===== src/rtl/scr1_dmem_lane_align_pkg.sv =====
`default_nettype none
// =============================================================================
// Module : scr1_dmem_lane_align_pkg
// Brief  : Shared memory-interface types and widths for the DMEM lane aligner.
// Rev    : 1.0  initial release
// =============================================================================
package scr1_dmem_lane_align_pkg;

  localparam int SCR1_DMEM_AWIDTH = 32;
  localparam int SCR1_DMEM_DWIDTH = 32;
  localparam int SCR1_DMEM_BE_W   = 4;

  typedef enum logic {
    SCR1_MEM_CMD_RD = 1'b0,
    SCR1_MEM_CMD_WR = 1'b1
  } type_scr1_mem_cmd_e;

  typedef enum logic [1:0] {
    SCR1_MEM_WIDTH_BYTE  = 2'b00,
    SCR1_MEM_WIDTH_HWORD = 2'b01,
    SCR1_MEM_WIDTH_WORD  = 2'b10
  } type_scr1_mem_width_e;

  typedef enum logic [1:0] {
    SCR1_MEM_RESP_IDLE   = 2'b00,
    SCR1_MEM_RESP_RDY_OK = 2'b01,
    SCR1_MEM_RESP_RDY_ER = 2'b10
  } type_scr1_mem_resp_e;

  typedef enum logic [1:0] {
    SCR1_DMEM_ALIGN_IDLE = 2'b00,
    SCR1_DMEM_ALIGN_BUSY = 2'b01,
    SCR1_DMEM_ALIGN_ERR  = 2'b10
  } type_scr1_dmem_align_fsm_e;

  function automatic logic scr1_dmem_misalign(input type_scr1_mem_width_e width,
                                              input logic [1:0] offset);
    case (width)
      SCR1_MEM_WIDTH_HWORD: return offset[0];
      SCR1_MEM_WIDTH_WORD:  return |offset;
      default:              return 1'b0;
    endcase
  endfunction

endpackage
`default_nettype wire


===== src/rtl/scr1_dmem_lane_map.sv =====
`default_nettype none
// =============================================================================
// Module : scr1_dmem_lane_map
// Brief  : Width/offset to byte-enable and lane-replicated write data mapping.
// Rev    : 1.0  initial release
// =============================================================================
module scr1_dmem_lane_map
  import scr1_dmem_lane_align_pkg::*;
(
  input  type_scr1_mem_width_e          i_width,
  input  logic [1:0]                    i_offset,
  input  logic [SCR1_DMEM_DWIDTH-1:0]   i_wdata,
  output logic [SCR1_DMEM_BE_W-1:0]     o_be,
  output logic [SCR1_DMEM_DWIDTH-1:0]   o_wdata
);

  always_comb begin
    o_be    = '0;
    o_wdata = '0;
    case (i_width)
      SCR1_MEM_WIDTH_BYTE: begin
        o_be    = 4'b0001 << i_offset;
        o_wdata = {4{i_wdata[7:0]}};
      end
      SCR1_MEM_WIDTH_HWORD: begin
        o_be    = 4'b0011 << {i_offset[1], 1'b0};
        o_wdata = {2{i_wdata[15:0]}};
      end
      SCR1_MEM_WIDTH_WORD: begin
        o_be    = 4'hF;
        o_wdata = i_wdata;
      end
      default: ;
    endcase
  end

endmodule
`default_nettype wire


===== src/rtl/scr1_dmem_lane_align.sv =====
`default_nettype none
// =============================================================================
// Module : scr1_dmem_lane_align
// Brief  : LSU-to-DMEM lane aligner, one outstanding access, misalign rejection.
//          Optional response timeout: SCR1_DMEM_RESP_TIMEOUT_EN.
// Rev    : 1.0  initial release
// =============================================================================
module scr1_dmem_lane_align
  import scr1_dmem_lane_align_pkg::*;
#(
  parameter int TIMEOUT_CYC = 255
) (
  input  logic                          clk,
  input  logic                          rst,
  input  logic                          lsu2dmem_req_i,
  input  type_scr1_mem_cmd_e            lsu2dmem_cmd_i,
  input  type_scr1_mem_width_e          lsu2dmem_width_i,
  input  logic [SCR1_DMEM_AWIDTH-1:0]   lsu2dmem_addr_i,
  input  logic [SCR1_DMEM_DWIDTH-1:0]   lsu2dmem_wdata_i,
  output logic                          dmem2lsu_req_ack_o,
  output logic [SCR1_DMEM_DWIDTH-1:0]   dmem2lsu_rdata_o,
  output type_scr1_mem_resp_e           dmem2lsu_resp_o,
  output logic                          dmem_req_o,
  output type_scr1_mem_cmd_e            dmem_cmd_o,
  output logic [SCR1_DMEM_BE_W-1:0]     dmem_be_o,
  output logic [SCR1_DMEM_AWIDTH-1:0]   dmem_addr_o,
  output logic [SCR1_DMEM_DWIDTH-1:0]   dmem_wdata_o,
  input  logic                          dmem_req_ack_i,
  input  logic [SCR1_DMEM_DWIDTH-1:0]   dmem_rdata_i,
  input  type_scr1_mem_resp_e           dmem_resp_i
);

  type_scr1_dmem_align_fsm_e r_state;
  type_scr1_dmem_align_fsm_e w_state_next;
  logic [1:0]                r_offset;
  type_scr1_mem_width_e      r_width;
  type_scr1_mem_cmd_e        r_cmd;
  type_scr1_mem_resp_e       w_resp;
  logic                      w_misalign;
  logic                      w_capture;
  logic                      w_timeout;
  logic                      w_txn_unused;

  assign w_misalign = scr1_dmem_misalign(lsu2dmem_width_i, lsu2dmem_addr_i[1:0]);
  assign w_capture  = (r_state == SCR1_DMEM_ALIGN_IDLE) & ~rst & lsu2dmem_req_i
                    & ~w_misalign & dmem_req_ack_i;

`ifdef SCR1_DMEM_RESP_TIMEOUT_EN
  localparam int c_CNT_W = $clog2(TIMEOUT_CYC + 1);
  logic [c_CNT_W-1:0] r_tmo_cnt;

  always_ff @(posedge clk) begin
    if (rst || (r_state != SCR1_DMEM_ALIGN_BUSY)) begin
      r_tmo_cnt <= '0;
    end else begin
      r_tmo_cnt <= r_tmo_cnt + c_CNT_W'(1);
    end
  end

  // Counter is 0 in the first BUSY cycle, so the forced error lands on BUSY cycle TIMEOUT_CYC.
  assign w_timeout = (r_state == SCR1_DMEM_ALIGN_BUSY)
                   & (r_tmo_cnt == c_CNT_W'(TIMEOUT_CYC - 1));
`else
  logic w_cfg_unused;
  assign w_cfg_unused = (TIMEOUT_CYC != 0);
  assign w_timeout    = 1'b0;
`endif

  always_ff @(posedge clk) begin
    if (rst) begin
      r_state  <= SCR1_DMEM_ALIGN_IDLE;
      r_offset <= 2'b00;
      r_width  <= SCR1_MEM_WIDTH_BYTE;
      r_cmd    <= SCR1_MEM_CMD_RD;
    end else begin
      r_state <= w_state_next;
      if (w_capture) begin
        r_offset <= lsu2dmem_addr_i[1:0];
        r_width  <= lsu2dmem_width_i;
        r_cmd    <= lsu2dmem_cmd_i;
      end
    end
  end

  // Width and command of the in-flight access are held for debug observation only.
  assign w_txn_unused = ^{r_width, r_cmd};

  always_comb begin
    w_state_next       = r_state;
    w_resp             = SCR1_MEM_RESP_IDLE;
    dmem_req_o         = 1'b0;
    dmem2lsu_req_ack_o = 1'b0;
    if (!rst) begin
      case (r_state)
        SCR1_DMEM_ALIGN_IDLE: begin
          if (lsu2dmem_req_i) begin
            if (w_misalign) begin
              dmem2lsu_req_ack_o = 1'b1;
              w_state_next       = SCR1_DMEM_ALIGN_ERR;
            end else begin
              dmem_req_o         = 1'b1;
              dmem2lsu_req_ack_o = dmem_req_ack_i;
              if (dmem_req_ack_i) begin
                w_state_next = SCR1_DMEM_ALIGN_BUSY;
              end
            end
          end
        end
        SCR1_DMEM_ALIGN_BUSY: begin
          w_resp = dmem_resp_i;
          if (dmem_resp_i != SCR1_MEM_RESP_IDLE) begin
            w_state_next = SCR1_DMEM_ALIGN_IDLE;
          end else if (w_timeout) begin
            w_resp       = SCR1_MEM_RESP_RDY_ER;
            w_state_next = SCR1_DMEM_ALIGN_IDLE;
          end
        end
        SCR1_DMEM_ALIGN_ERR: begin
          w_resp       = SCR1_MEM_RESP_RDY_ER;
          w_state_next = SCR1_DMEM_ALIGN_IDLE;
        end
        default: w_state_next = SCR1_DMEM_ALIGN_IDLE;
      endcase
    end
  end

  assign dmem2lsu_resp_o  = w_resp;
  assign dmem2lsu_rdata_o = (w_resp == SCR1_MEM_RESP_RDY_OK)
                          ? (dmem_rdata_i >> {r_offset, 3'b000}) : '0;

  assign dmem_cmd_o  = lsu2dmem_cmd_i;
  assign dmem_addr_o = {lsu2dmem_addr_i[SCR1_DMEM_AWIDTH-1:2], 2'b00};

  scr1_dmem_lane_map u_lane_map (
    .i_width  (lsu2dmem_width_i),
    .i_offset (lsu2dmem_addr_i[1:0]),
    .i_wdata  (lsu2dmem_wdata_i),
    .o_be     (dmem_be_o),
    .o_wdata  (dmem_wdata_o)
  );

endmodule
`default_nettype wire


===== config.mk =====
export PLATFORM = sky130hd
export DESIGN_NAME = scr1_dmem_lane_align
export DESIGN_NICKNAME = d
export VERILOG_FILES = /design/src/rtl/scr1_dmem_lane_align_pkg.sv /design/src/rtl/scr1_dmem_lane_map.sv /design/src/rtl/scr1_dmem_lane_align.sv
export SDC_FILE = /design/constraint.sdc
export NUM_CORES = 1
export LEC_CHECK = 0
export ABC_AREA = 1
export BUFFER_PORTS_ARGS = -buffer_cell sky130_fd_sc_hd__buf_2
export CAP_MARGIN = 20
export CORE_AREA = 2 2 81 83
export CTS_CLUSTER_DIAMETER = 40
export DETAILED_ROUTE_END_ITERATION = 8
export DIE_AREA = 0 0 83 85
export GPL_TIMING_DRIVEN = 1
export PLACE_DENSITY = 0.72
export SETUP_SLACK_MARGIN = 0.15
export SLEW_MARGIN = 30
export SYNTH_ARGS = -nofsm -noshare
export SYNTH_HDL_FRONTEND = slang
export SYNTH_SLANG_ARGS = --single-unit

===== constraint.sdc =====
create_clock -name clk -period 1.7 [get_ports clk]
set_clock_uncertainty 0.1 [all_clocks]
set_input_delay 0 -clock clk [delete_from_list [all_inputs] [get_ports clk]]
set_output_delay 0 -clock clk [all_outputs]
set_load 0.02 [all_outputs]

==> implementation parameters <==
Parameter                              Value

Placement
  Global placer's final weighted congestion ... approximately 0.92
  Post-detailed-placement half-perimeter wirelength ... a little under 5000 um
  Placed Cells ... about 500
  Port buffer count ... between 100 and 150

Worst setup path
  Worst Setup Path Type ... register to output pin
  WP data required ... between 1500 and 2000 ps
  Cell mode on critical path ... sky130_fd_sc_hd__buf_6
  Kind of capture point of the worst setup path ... output pin
  Cell-by-cell listing of the critical path ... inv_4, ha_4, a21boi_4, inv_2, buf_6, nand2_8, buf_12, a221oi_4, buf_6
  Critical-path maximum fanout ... 8
  Crit start category ... register
  Worst Path Arrival ... roughly 1700 ps
  Maximum cell stage delay along the critical path ... between 300 and 400 ps
  Highest-delay cell along the critical path ... sky130_fd_sc_hd__dfxtp_2

Synthesis
  Average instance area after synthesis ... roughly 5.6 um2
  Count of cell types in the netlist ... 30
  Share of async-settable or async-resettable flops after synthesis ... 0
  Post-Syn Area ... 1780 um2
  Number of flops mapped to enable cells by yosys ... 0
  Leading register cell type out of synthesis ... sky130_fd_sc_hd__dfxtp_1
  Register bit total from synthesis ... 4
  Count of mapped cells out of synthesis ... 316
  Share of the yosys chip area belonging to registers ... 0.0450
  Synthesis warning total ... 0

Detailed routing
  DRC marker count from the first detailed-route iteration ... just under 100
  DR DRC count ... 0
  Post-DR vias/cell ... between 4 and 5
  Per-cell routed wire length ... approximately 14 um
  Number of antenna-violating nets in the routed design ... 0
  Drt first pass iters ... 4
  Overall via count from detail_route ... approximately 2700
  Sum of routed wire length over all layers ... between 7000 and 8000 um

Timing
  Tmin final ... 1820 ps
  Maximum frequency from static timing analysis ... 0.548 GHz
  Smallest setup slack after layout ... -125 ps
  Count of pins over their slew limit ... 0
  Worst slack on hold paths ... 63.6 ps
  RSZ-0062 raised after global routing ... yes
  Count of endpoints failing hold in the final timing report ... 0
  Number of failing setup endpoints in the final timing report ... 32
  Period utilisation layout ... 1.07

Min path
  Class of the worst hold path ... input pin to register

Power and ir drop
  Peak ir drop on the vdd network ... between 0.3 and 0.4 mV
  Power Dens Cells ... 529 nW/um2
  Leakage ... ~1.7 nW

Floorplan
  Num rows ... 29
  Initial Utilization ... 0.287
  Area of the core ... between 6000 and 7000 um2
  Count of pins on the block boundary ... 210
  Die Outline Area ... approximately 7100 um2
  DIE WIDTH ... 83 um
  Die Span Y ... 85 um

Global route
  Gr ovfl total ... 0
  Maximum number of pins on one net before global-route repair ... 31
  First-pass GRT wire length ... 11100 um
  Total GRT Usage ... 0.187
  Via count of the first global-routing pass ... 2482
  Initial antenna violation count ... 0

Run
  Maxcap violations ... 0

Cells and area
  Nets ... about 600
  Cell Count, Final, Fillers Out ... 549
  Fraction of layout cells with a size suffix above 1 ... 0.504
  Most frequent cells in the layout ... 111 x sky130_fd_sc_hd__buf_2, 77 x sky130_fd_sc_hd__nand2_1, 32 x sky130_fd_sc_hd__dlygate4sd3_1, 32 x sky130_fd_sc_hd__buf_6, 26 x sky130_fd_sc_hd__nor2_1
  Final standard cell utilization of the core ... 0.548
  Most common library cell in the layout ignoring fill and taps ... sky130_fd_sc_hd__buf_2
  Post-synthesis to final-layout area growth ... 91.1%
  ANT cells ... 0

CTS
  Clock buffer count from CTS ... 3
  Clock tree from TritonCTS ... done
  Number of buffers on the longest clock path ... 2
  Clock transition time at the flip-flop clock pins of the worst setup and hold paths ... roughly 30 ps
  # H-tree levels ... 1
  Insertion delay of the later-clocked pin in the worst-skew pair ... approximately 220 ps
  Cell at the root of the clock tree ... sky130_fd_sc_hd__clkbuf_8
  # clock sinks ... 4

Outcome
  Violations in the final reports ... setup timing
  Outcome ... finished with violations
## area by class of cell
cell class	instances	area (um2)
Multi-Input combinational cell	232	1530
Sequential cell	4	86.3
Inverter	31	124
Tap cell	77	96.3
Fill cell	585	2800
Clock buffer	3	41.3
Timing Repair Buffer	202	1530
## synthesized netlist by cell type, drive strengths merged (3+ instances only)
cell type	n	area (um2)
inv	31	116
a31oi	7	43.8
buf	49	357
nor2	51	209
mux2i	8	80.1
dfxtp	4	80.1
a21oi	16	80.1
nand2	80	313
o22ai	7	43.8
ha	7	87.6
a221oi	3	26.3
o21ai	18	90.1
a211oi	8	85.1
nand3	20	120
## repair_timing
action                                  4_1_cts  5_1_grt
gates resized for setup                      75       62
buffers inserted                              9        5
cloned                                        2        0
hold endpoints to repair                     33        0
pin swaps                                     6        5
endpoints found under the setup margin       37       51
hold buffers                                 32        0
## power by group
| group | total (W) | switching (W) | internal (W) |
|---|---|---|---|
| sequential | 0.000151 | 0.0000311 | 0.000120 |
| combinational | 0.00144 | 0.000824 | 0.000620 |
| clock | 0.000206 | 0.0000548 | 0.000151 |
| total | 0.00180 | 0.000910 | 0.000891 |
## per-layer routing
metal,vias up,track usage,routed length (um)
met5,-,0,0
met4,0,0.0671,104
met3,8,0.0282,518
met2,158,0.380,4190
met1,1227,0.191,2850
li1,1305,-,-
## state kept, by name (all words and copies together), names as in the netlist
| register | cells |
|---|---|
| r_offset | 2 |
| r_state | 2 |
## metrics by stage
step	cell area, um2	setup WS, ps	setup TNS [ps]	total power [W]
2_1_floorplan	1810	68.3	0	0.000868
3_5_place_dp	2380	-5.12	-5.12	0.00108
5_1_grt	3400	-179	-4050	0.00192
6_report	3400	-125	-2350	0.00180
3_3_place_gp	2380	80.6	0	0.00106
4_1_cts	3100	-120	-2180	0.00163
## kinds of logic (layout without fill, tap and decap cells)
kind of cell / Yosys count / after routing / synth area share
AOI/OAI and AO/OA: 61 / 61 / 0.216
adders and majority gates: 7 / 7 / 0.0492
buffers and inverters: 81 / 236 / 0.268
DFF: 4 / 4 / 0.0450
muxes: 8 / 8 / 0.0450
other: 1 / 2 / 0.00211
and+or+nand+nor: 154 / 154 / 0.375
## worst max-delay path, delay by kind of cell (launching register included)
kind,cells,cell delay (ps)
buffers and inverters,5,530
flip-flops,1,340
AO/OA/AOI/OAI,2,330
adder cells (fa/ha/maj),1,220
AND/OR/NAND/NOR,1,60
## worst paths after layout
kind | startpoint | to | slack, ps | cells past startpoint
setup / recovery | r_state[1]$_SDFFE_PP0P_ | dmem2lsu_rdata_o[12] | -120 | 9
hold / removal | lsu2dmem_addr_i[0] | r_offset[0]$_SDFFE_PP0P_ | 60 | 3
setup reg to reg | r_state[0]$_SDFFE_PP0P_ | r_offset[0]$_SDFFE_PP0P_ | 340 | 7
hold reg to reg | r_state[0]$_SDFFE_PP0P_ | r_state[0]$_SDFFE_PP0P_ | 590 | 5
Note: power is estimated with default switching activity, not from simulation.
